### src/rtl/exec_writeback.sv
// rtl/exec_writeback.sv - execute-to-register-file writeback stage with 2-entry write FIFO and flag update
// Optional macro WB_BYPASS_EN enables the decode-stage forwarding lookup into pending writes.
module exec_writeback #(
    parameter int REG_ADDR_W = 5,
    parameter int ALU_OP_W   = 5
) (
    input  logic                  clk,
    input  logic                  rst,
    input  logic                  in_valid,
    output logic                  in_ready,
    input  logic [ALU_OP_W-1:0]   in_op,
    input  logic [31:0]           in_data,
    input  logic [REG_ADDR_W-1:0] in_dst,
    input  logic                  in_wb,
    input  logic                  in_c,
    input  logic                  in_s,
    input  logic                  in_z,
    output logic                  rf_we,
    input  logic                  rf_ready,
    output logic [REG_ADDR_W-1:0] rf_waddr,
    output logic [31:0]           rf_wdata,
    output logic                  flag_c,
    output logic                  flag_s,
    output logic                  flag_z,
    input  logic [REG_ADDR_W-1:0] fwd_addr,
    output logic                  fwd_hit,
    output logic [31:0]           fwd_data
);

    // Opcode encodings shared with the ALU opcode definitions.
    localparam logic [ALU_OP_W-1:0] OP_CMP      = ALU_OP_W'(8);
    localparam logic [ALU_OP_W-1:0] OP_CGE      = ALU_OP_W'(9);
    localparam logic [ALU_OP_W-1:0] OP_CGT      = ALU_OP_W'(10);
    localparam logic [ALU_OP_W-1:0] OP_THA_HALF = ALU_OP_W'(16);
    localparam logic [ALU_OP_W-1:0] OP_THB_HALF = ALU_OP_W'(17);
    localparam logic [ALU_OP_W-1:0] OP_THA_BYTE = ALU_OP_W'(18);
    localparam logic [ALU_OP_W-1:0] OP_THB_BYTE = ALU_OP_W'(19);

    typedef enum logic [1:0] {EMPTY, ONE, FULL} state_t;

    state_t                  state_q, state_d;
    logic [REG_ADDR_W-1:0]   addr0_q, addr0_d, addr1_q, addr1_d;
    logic [31:0]             data0_q, data0_d, data1_q, data1_d;
    logic                    fc_q, fc_d, fs_q, fs_d, fz_q, fz_d;

    logic                    accept;
    logic                    is_cmp;
    logic                    push;
    logic                    pop;
    logic [31:0]             wb_value;

    assign in_ready = (state_q != FULL);
    assign rf_we    = (state_q != EMPTY);
    assign rf_waddr = addr0_q;
    assign rf_wdata = data0_q;
    assign flag_c   = fc_q;
    assign flag_s   = fs_q;
    assign flag_z   = fz_q;

    assign accept = in_valid && in_ready;
    assign is_cmp = (in_op == OP_CMP) || (in_op == OP_CGE) || (in_op == OP_CGT);
    assign push   = accept && in_wb && (in_dst != '0) && !is_cmp;
    assign pop    = rf_we && rf_ready;

    always_comb begin
        wb_value = in_data;
        case (in_op)
            OP_THA_HALF, OP_THB_HALF: wb_value = {16'h0000, in_data[15:0]};
            OP_THA_BYTE, OP_THB_BYTE: wb_value = {24'h000000, in_data[7:0]};
            default:                  wb_value = in_data;
        endcase
    end

    // Entry 0 is always the head; entry 1 only holds data in FULL.
    always_comb begin
        state_d = state_q;
        addr0_d = addr0_q;
        data0_d = data0_q;
        addr1_d = addr1_q;
        data1_d = data1_q;
        fc_d    = fc_q;
        fs_d    = fs_q;
        fz_d    = fz_q;
        case (state_q)
            EMPTY: begin
                if (push) begin
                    addr0_d = in_dst;
                    data0_d = wb_value;
                    state_d = ONE;
                end
            end
            ONE: begin
                case ({push, pop})
                    2'b10: begin
                        addr1_d = in_dst;
                        data1_d = wb_value;
                        state_d = FULL;
                    end
                    2'b01: state_d = EMPTY;
                    2'b11: begin
                        addr0_d = in_dst;
                        data0_d = wb_value;
                    end
                    default: state_d = ONE;
                endcase
            end
            FULL: begin
                if (pop) begin
                    addr0_d = addr1_q;
                    data0_d = data1_q;
                    state_d = ONE;
                end
            end
            default: state_d = EMPTY;
        endcase
        if (accept && is_cmp) begin
            fc_d = in_c;
            fs_d = in_s;
            fz_d = in_z;
        end
    end

    always_ff @(posedge clk or posedge rst) begin
        if (rst) begin
            state_q <= EMPTY;
            addr0_q <= '0;
            data0_q <= '0;
            addr1_q <= '0;
            data1_q <= '0;
            fc_q    <= 1'b0;
            fs_q    <= 1'b0;
            fz_q    <= 1'b0;
        end else begin
            state_q <= state_d;
            addr0_q <= addr0_d;
            data0_q <= data0_d;
            addr1_q <= addr1_d;
            data1_q <= data1_d;
            fc_q    <= fc_d;
            fs_q    <= fs_d;
            fz_q    <= fz_d;
        end
    end

`ifdef WB_BYPASS_EN
    // Newest pending write wins: entry 1 is younger than entry 0 when FULL.
    always_comb begin
        fwd_hit  = 1'b0;
        fwd_data = '0;
        if (fwd_addr != '0) begin
            if (state_q == FULL && addr1_q == fwd_addr) begin
                fwd_hit  = 1'b1;
                fwd_data = data1_q;
            end else if (state_q != EMPTY && addr0_q == fwd_addr) begin
                fwd_hit  = 1'b1;
                fwd_data = data0_q;
            end
        end
    end
`else
    logic unused_fwd_addr;
    assign unused_fwd_addr = ^fwd_addr;
    assign fwd_hit  = 1'b0;
    assign fwd_data = '0;
`endif

endmodule

### config.mk
export PLATFORM = sky130hd
export DESIGN_NAME = exec_writeback
export DESIGN_NICKNAME = d
export VERILOG_FILES = /design/src/rtl/exec_writeback.sv
export SDC_FILE = /design/constraint.sdc
export NUM_CORES = 1
export LEC_CHECK = 0
export CORE_MARGIN = 1.5
export CORE_UTILIZATION = 41
export CTS_BUF_LIST = sky130_fd_sc_hd__clkbuf_2
export DETAILED_ROUTE_END_ITERATION = 10
export PLACE_DENSITY_LB_ADDON = 0.3
export REMOVE_ABC_BUFFERS = 1
export SLEW_MARGIN = 25
export SYNTH_ARGS = -nofsm -noshare
export SYNTH_HDL_FRONTEND = slang
export SYNTH_SLANG_ARGS = --single-unit
### constraint.sdc
create_clock -name clk -period 3.75 [get_ports clk]
set_clock_uncertainty 0.2 [all_clocks]
set_input_delay 0.375 -clock clk [delete_from_list [all_inputs] [get_ports clk]]
set_output_delay 0.375 -clock clk [all_outputs]
set_load 0.01 [all_outputs]
# --- Word level (Yosys, flattened, before mapping) ---
# Cells that the tools add are included.
# Widths: inputs -> output; s select.
totals:
  register_bits: 79
  input_bits: 55
  output_inout_bits: 75
  word_cells: 56
classes:
  n_eq_ne: 17
  muxes: 13
  reduce_logical: 18
op_table:
  columns: ["cell", "count"]
  rows:
  - ["$mux 32", 3]
  - ["$pmux 32 s3", 1]
  - ["$pmux 32 s2", 1]
  - ["$eq 5x5->1 const B", 4]
  - ["$eq 5x4->1 const B", 3]
  - ["$mux 5", 3]
  - ["$pmux 5 s3", 1]
  - ["$pmux 2 s3", 2]
  - ["$ne 2x2->1 const B", 4]
  - ["$eq 2x2->1 const B", 3]
  - ["$logic_and 1x1->1", 6]
  - ["$reduce_bool 5->1", 1]
  - ["$eq 2x1->1 const B", 2]
  - ["$mux 2", 2]
  - ["$reduce_and 4->1", 1]
  - ["$reduce_or 2->1", 2]
  - ["$reduce_and 3->1", 1]
  - ["$reduce_bool 3->1", 1]
  - ["$logic_not 2->1", 1]
  - ["$logic_or 1x1->1", 2]
  - ["$ne 2x1->1 const B", 1]
  - ["$reduce_and 2->1", 1]
  - ["$reduce_bool 2->1", 1]
  - ["$logic_not 1->1", 1]

# --- Depth between registers and ports, before layout ---
logic_depth:
  ltp_word: 8
  depth_mapped: 12
  ltp_nobuf: 9

# --- Least setup slack after synthesis ---
# No wires, ideal clock.
synth_path:
  path_kind: "register to register"
  start: "register state_q[1]"
  end: "register addr0_q[0], in the netlist rf_waddr[0]"
  setup_time_ns: 0.127
  t_arrival_ns: 2.841
  required_time_ns: 3.423
  setup_slack_ns: 0.582
  stages_incl_launch_ff: 13
  n_path_buf: 3
  synth_period_minus_slack_ns: 3.168
  path_cell_list: "dfrtp_1 nor2b_1 clkinv_1 clkbuf_1 nand3_1 nor3_1 ha_1 inv_1 a22o_1 buf_6 nor3_4 buf_6 mux2_1"
synth_via:
  elab_chain_cells: 8
  elab_cells_between_ends: 17
  cone_classes: "eq/ne (7); mux (1); reduce/logical (9)"
synth_rtl:
  columns: ["item", "line", "source"]
  rows:
  - ["start, declared", "41", "state_t state_q, state_d;"]
  - ["start signal, assigned", "134", "state_q <= state_d;"]
  - ["$ne 2x2->1 *", "52", "assign in_ready = (state_q != FULL);"]
  - ["via in_ready", "10", "output logic in_ready,"]
  - ["$logic_and 1x1->1 *", "60", "assign accept = in_valid && in_ready;"]
  - ["$logic_and 1x1->1 * (3 in a row)", "62", "assign push = accept && in_wb && (in_dst != '0) && !is_cmp;"]
  - ["$eq 2x2->1", "93", "case ({push, pop})"]
  - ["$ne 2x1->1 (no line)", null, null]
  - ["$reduce_and 4->1 (no line) *", null, null]
  - ["end signal, assigned", "135", "addr0_q <= addr0_d;"]
  - ["end, declared", "42", "logic [REG_ADDR_W-1:0] addr0_q, addr0_d, addr1_q, addr1_d;"]
# Mark *: on every way through the listed nets, which the timed path passes. The rest lies on a longest branch.
# A chain may end at the register's enable or synchronous reset.

# --- Final worst setup path ---
layout_path:
  start: "register state_q[1]"
  end: "register data0_q[4], in the netlist rf_wdata[4]"
layout_via:
  elab_chain_cells: 8
  elab_cells_between_ends: 17
  cone_classes: "eq/ne (7); mux (1); reduce/logical (9)"
layout_rtl:
  columns: ["item", "line", "source"]
  rows:
  - ["$ne 2x2->1", "52", null]
  - ["$logic_and 1x1->1", "60", null]
  - ["$logic_and 1x1->1 (3 in a row)", "62", null]
  - ["$eq 2x2->1", "93", null]
  - ["$ne 2x1->1 (no line)", null, null]
  - ["$reduce_and 4->1 (no line)", null, null]
  - ["end signal, assigned", "136", "data0_q <= data0_d;"]
  - ["end, declared", "43", "logic [31:0] data0_q, data0_d, data1_q, data1_d;"]
# Parallel ways exist; a longest one is shown, timed or not.

==> flow_metrics.env <==
export IMPL_final_max_slew_viol_count=0
export IMPL_worstSetupPathType="reg -> reg"
export IMPL_vias=2735
export IMPL_cap_violations=0
export IMPL_diodes=0
export IMPL_rows=34
export IMPL_p_per_area_mw_per_mm2=793
export IMPL_post_drt_wl_per_cell_um=16.6
export IMPL_crit_chain="nor2b_4 -> clkinv_1 -> nand3_1 -> nor3_1 -> ha_1 -> inv_1 -> a22o_1 -> nor3_4 -> buf_4 -> mux2_2"
export IMPL_p_leak_nw=2.11
export IMPL_cts_root_buf="clkbuf_2"
export IMPL_synth_area_leaders="dfrtp_1 53%, mux2_2 7.0%, buf_4 6.9%"
export IMPL_final_util=0.549
export IMPL_grt_use_total=0.183
export IMPL_whs_ns=0.0489
export IMPL_nFillCells=800
export IMPL_post_cts_buffers=0
export IMPL_grt_pass1_vias=2748
export IMPL_critPathSlowestCell="dfrtp_1"
export IMPL_yosysTopAreaCell="dfrtp_1"
export IMPL_cts_inserted_buffers=9
export IMPL_cp_data_arrival_time_ns=2.97
export IMPL_port_buffer_count=91
export IMPL_crit_path_end_kind="flip-flop"
export IMPL_period_share=0.742
export IMPL_finalInstanceArea_mm2=0.00481
export IMPL_syn_area_per_cell_um2=12.1
export IMPL_maxSlewHeadroom=0.510
export IMPL_die_h_um=98.1
export IMPL_routed_via_density=5.34
export IMPL_cts_resized=0
export IMPL_worst_path_max_fanout=19
export IMPL_worstHoldPathType="in -> async"
export IMPL_hold_buffers=0
export IMPL_power_w=0.00382
export IMPL_grt_first_pass_wirelength_um=14000
export IMPL_syn_area_mm2=0.00371
export IMPL_clkSinkCount=79
export IMPL_synth_cells=306
export IMPL_start_util=0.423
export IMPL_cts_tree="done"
export IMPL_period_needed_ns=2.78
export IMPL_status="completed"
export IMPL_vdd_drop_max_v=0.000352
export IMPL_ys_seq_area_frac=0.533
export IMPL_synthFlopType="dfrtp_1"
export IMPL_drt_pass1_iter_count=6
export IMPL_drc_errors=0
export IMPL_layout_nets=456
export IMPL_switchingPower_w=0.00126
export IMPL_grt_start_max_net_pins=62
export IMPL_clk_pin_slew_ns=0.22
export IMPL_synth_cell_type_count=36
export IMPL_place_gp_congestion=0.797
export IMPL_async_reset_ff_frac=1.00
export IMPL_setup_viol=0
export IMPL_switching_share=0.329
export IMPL_placed_area_mm2=0.00464
export IMPL_areaGrowthSynthToFinish_pct=29.7
export IMPL_ant_nets=0
export IMPL_p_clk_frac=0.155
export IMPL_cts_htree_levels=3
export IMPL_cp_required_ns=3.94
export IMPL_ys_warnings_count=0
export IMPL_hold_violations=0
export IMPL_antenna_found_initial=0
export IMPL_ys_ff_latch=79
export IMPL_grt_ovfl_total=0
export IMPL_hpwl_um=5610
export IMPL_core_area_mm2=0.00876
export IMPL_clk_latency_ns=0.50
export IMPL_layout_cells_non_filler=512
export IMPL_synth_edff_count=0
export IMPL_worst_slew_pin_slew_ns=0.735
export IMPL_yosys_area_top_type_share=0.533
export IMPL_drive_gt1_frac=0.149
export IMPL_die_area_mm2=0.00962
export IMPL_max_clock_path_buffers=2
export IMPL_p_comb_frac=0.452
export IMPL_rsz0062_at_grt="no"
export IMPL_drt_wl_total_um=8490
export IMPL_max_freq_mhz=359
export IMPL_die_x_um=98.1
export IMPL_dp_cells=496
export IMPL_cpPeakStageDelay_ns=0.49
export IMPL_cp_start_kind="flip-flop"
export IMPL_ios=130
export IMPL_internal_power_w=0.00256
export IMPL_drt_iter0_markers=87
export IMPL_seqPwrFrac=0.393
sequential cells by signal (all words and copies together), names as in the netlist:
| register | count |
|---|---|
| addr1_q | 5 |
| data1_q | 32 |
| flag_c | 1 |
| flag_s | 1 |
| flag_z | 1 |
| rf_waddr | 5 |
| rf_wdata | 32 |
| state_q | 2 |
per-layer routing:
metal | GRT usage | routed length [um] | share of wire | up-vias
met4 | 0.0670 | 146 | 0.017 | 0
met3 | 0.0637 | 714 | 0.084 | 15
met2 | 0.278 | 3900 | 0.46 | 111
li1 | - | - | - | 1252
met1 | 0.242 | 3730 | 0.44 | 1357
met5 | 0 | 0 | 0 | -
power groups by stage:
stage               logic (W)  clock network, W  registers [W]
floorplan            0.000877                 0        0.00158
global placement      0.00170                 0        0.00150
detailed placement    0.00174                 0        0.00152
CTS                   0.00175          0.000609        0.00150
global route          0.00187          0.000647        0.00156
finish                0.00173          0.000591        0.00150
layout by cell type (no fill, tap or decap), types with 3 or more instances in the layout:
cell type,instances
a221o_1,24
a22o_1,25
buf_4,11
bufinv_16,3
clkbuf_2,9
clkdlybuf4s50_1,91
clkinv_4,4
conb_1,33
dfrtp_1,79
mux2_1,6
mux2_2,23
nand2_1,39
o22a_1,24
metrics by stage:
step           worst slack (ns)  setup TNS (ns)
2_1_floorplan             -1.24          -75.78
3_5_place_dp              0.573               0
5_1_grt                   0.783               0
4_1_cts                   0.949               0
6_report                  0.966               0
3_3_place_gp              0.584               0
path summary, 6_finish.rpt:
path | from | to | slack, ns | cells after the start
max | state_q[1] | rf_wdata[4] | 0.97 | 10
min | rst | rf_wdata[19] | 0.05 | 2
max reg2reg | state_q[1] | rf_wdata[4] | 0.97 | 10
min reg2reg | rf_waddr[1] | rf_waddr[1] | 0.33 | 1
max in group asynchronous | rst | data1_q[8] | 2.75 | 3
min in group clk | in_s | flag_s | 0.27 | 2
final cells by class:
type / instances / area [um^2] / share of cell area
tap: 108 / 135 / 0.0281
timing repair buffer: 103 / 1010 / 0.211
clock inverter: 7 / 121 / 0.0252
multi-input combinational: 202 / 1500 / 0.312
sequential: 79 / 1980 / 0.411
inverter: 4 / 20.0 / 0.00416
clock buffer: 9 / 45.0 / 0.00936
cells in the mapped netlist (all sizes together) (2+ instances only):
cell type and count:
dfrtp 79, buf 45, nand2 39, mux2 29, a22o 25, a221o 24
o22a 24, clkbuf 8, nor3 4, inv 3, nor2 3, a21oi 2
and2 2, ha 2, nand3 2, or2 2
kinds of logic (layout without fill, tap and decap cells):
logic type / after synthesis / after routing / synth area share
DFF: 79 / 79 / 0.533
other: 1 / 33 / 0.00101
and+or+nand+nor: 59 / 59 / 0.0766
muxes: 29 / 29 / 0.0881
AOI/OAI and AO/OA: 79 / 79 / 0.197
buffers and inverters: 57 / 123 / 0.0978
adders and majority gates: 2 / 2 / 0.00675
critical path, delay by kind of cell, from the launching register on:
kind | cells | cell delay, ns
buffers and inverters | 3 | 0.41
muxes | 1 | 0.37
adders and majority gates | 1 | 0.26
AOI/OAI and AO/OA | 1 | 0.26
and+or+nand+nor | 4 | 0.70
DFF | 1 | 0.49
Note: power is estimated with default switching activity, not from simulation.
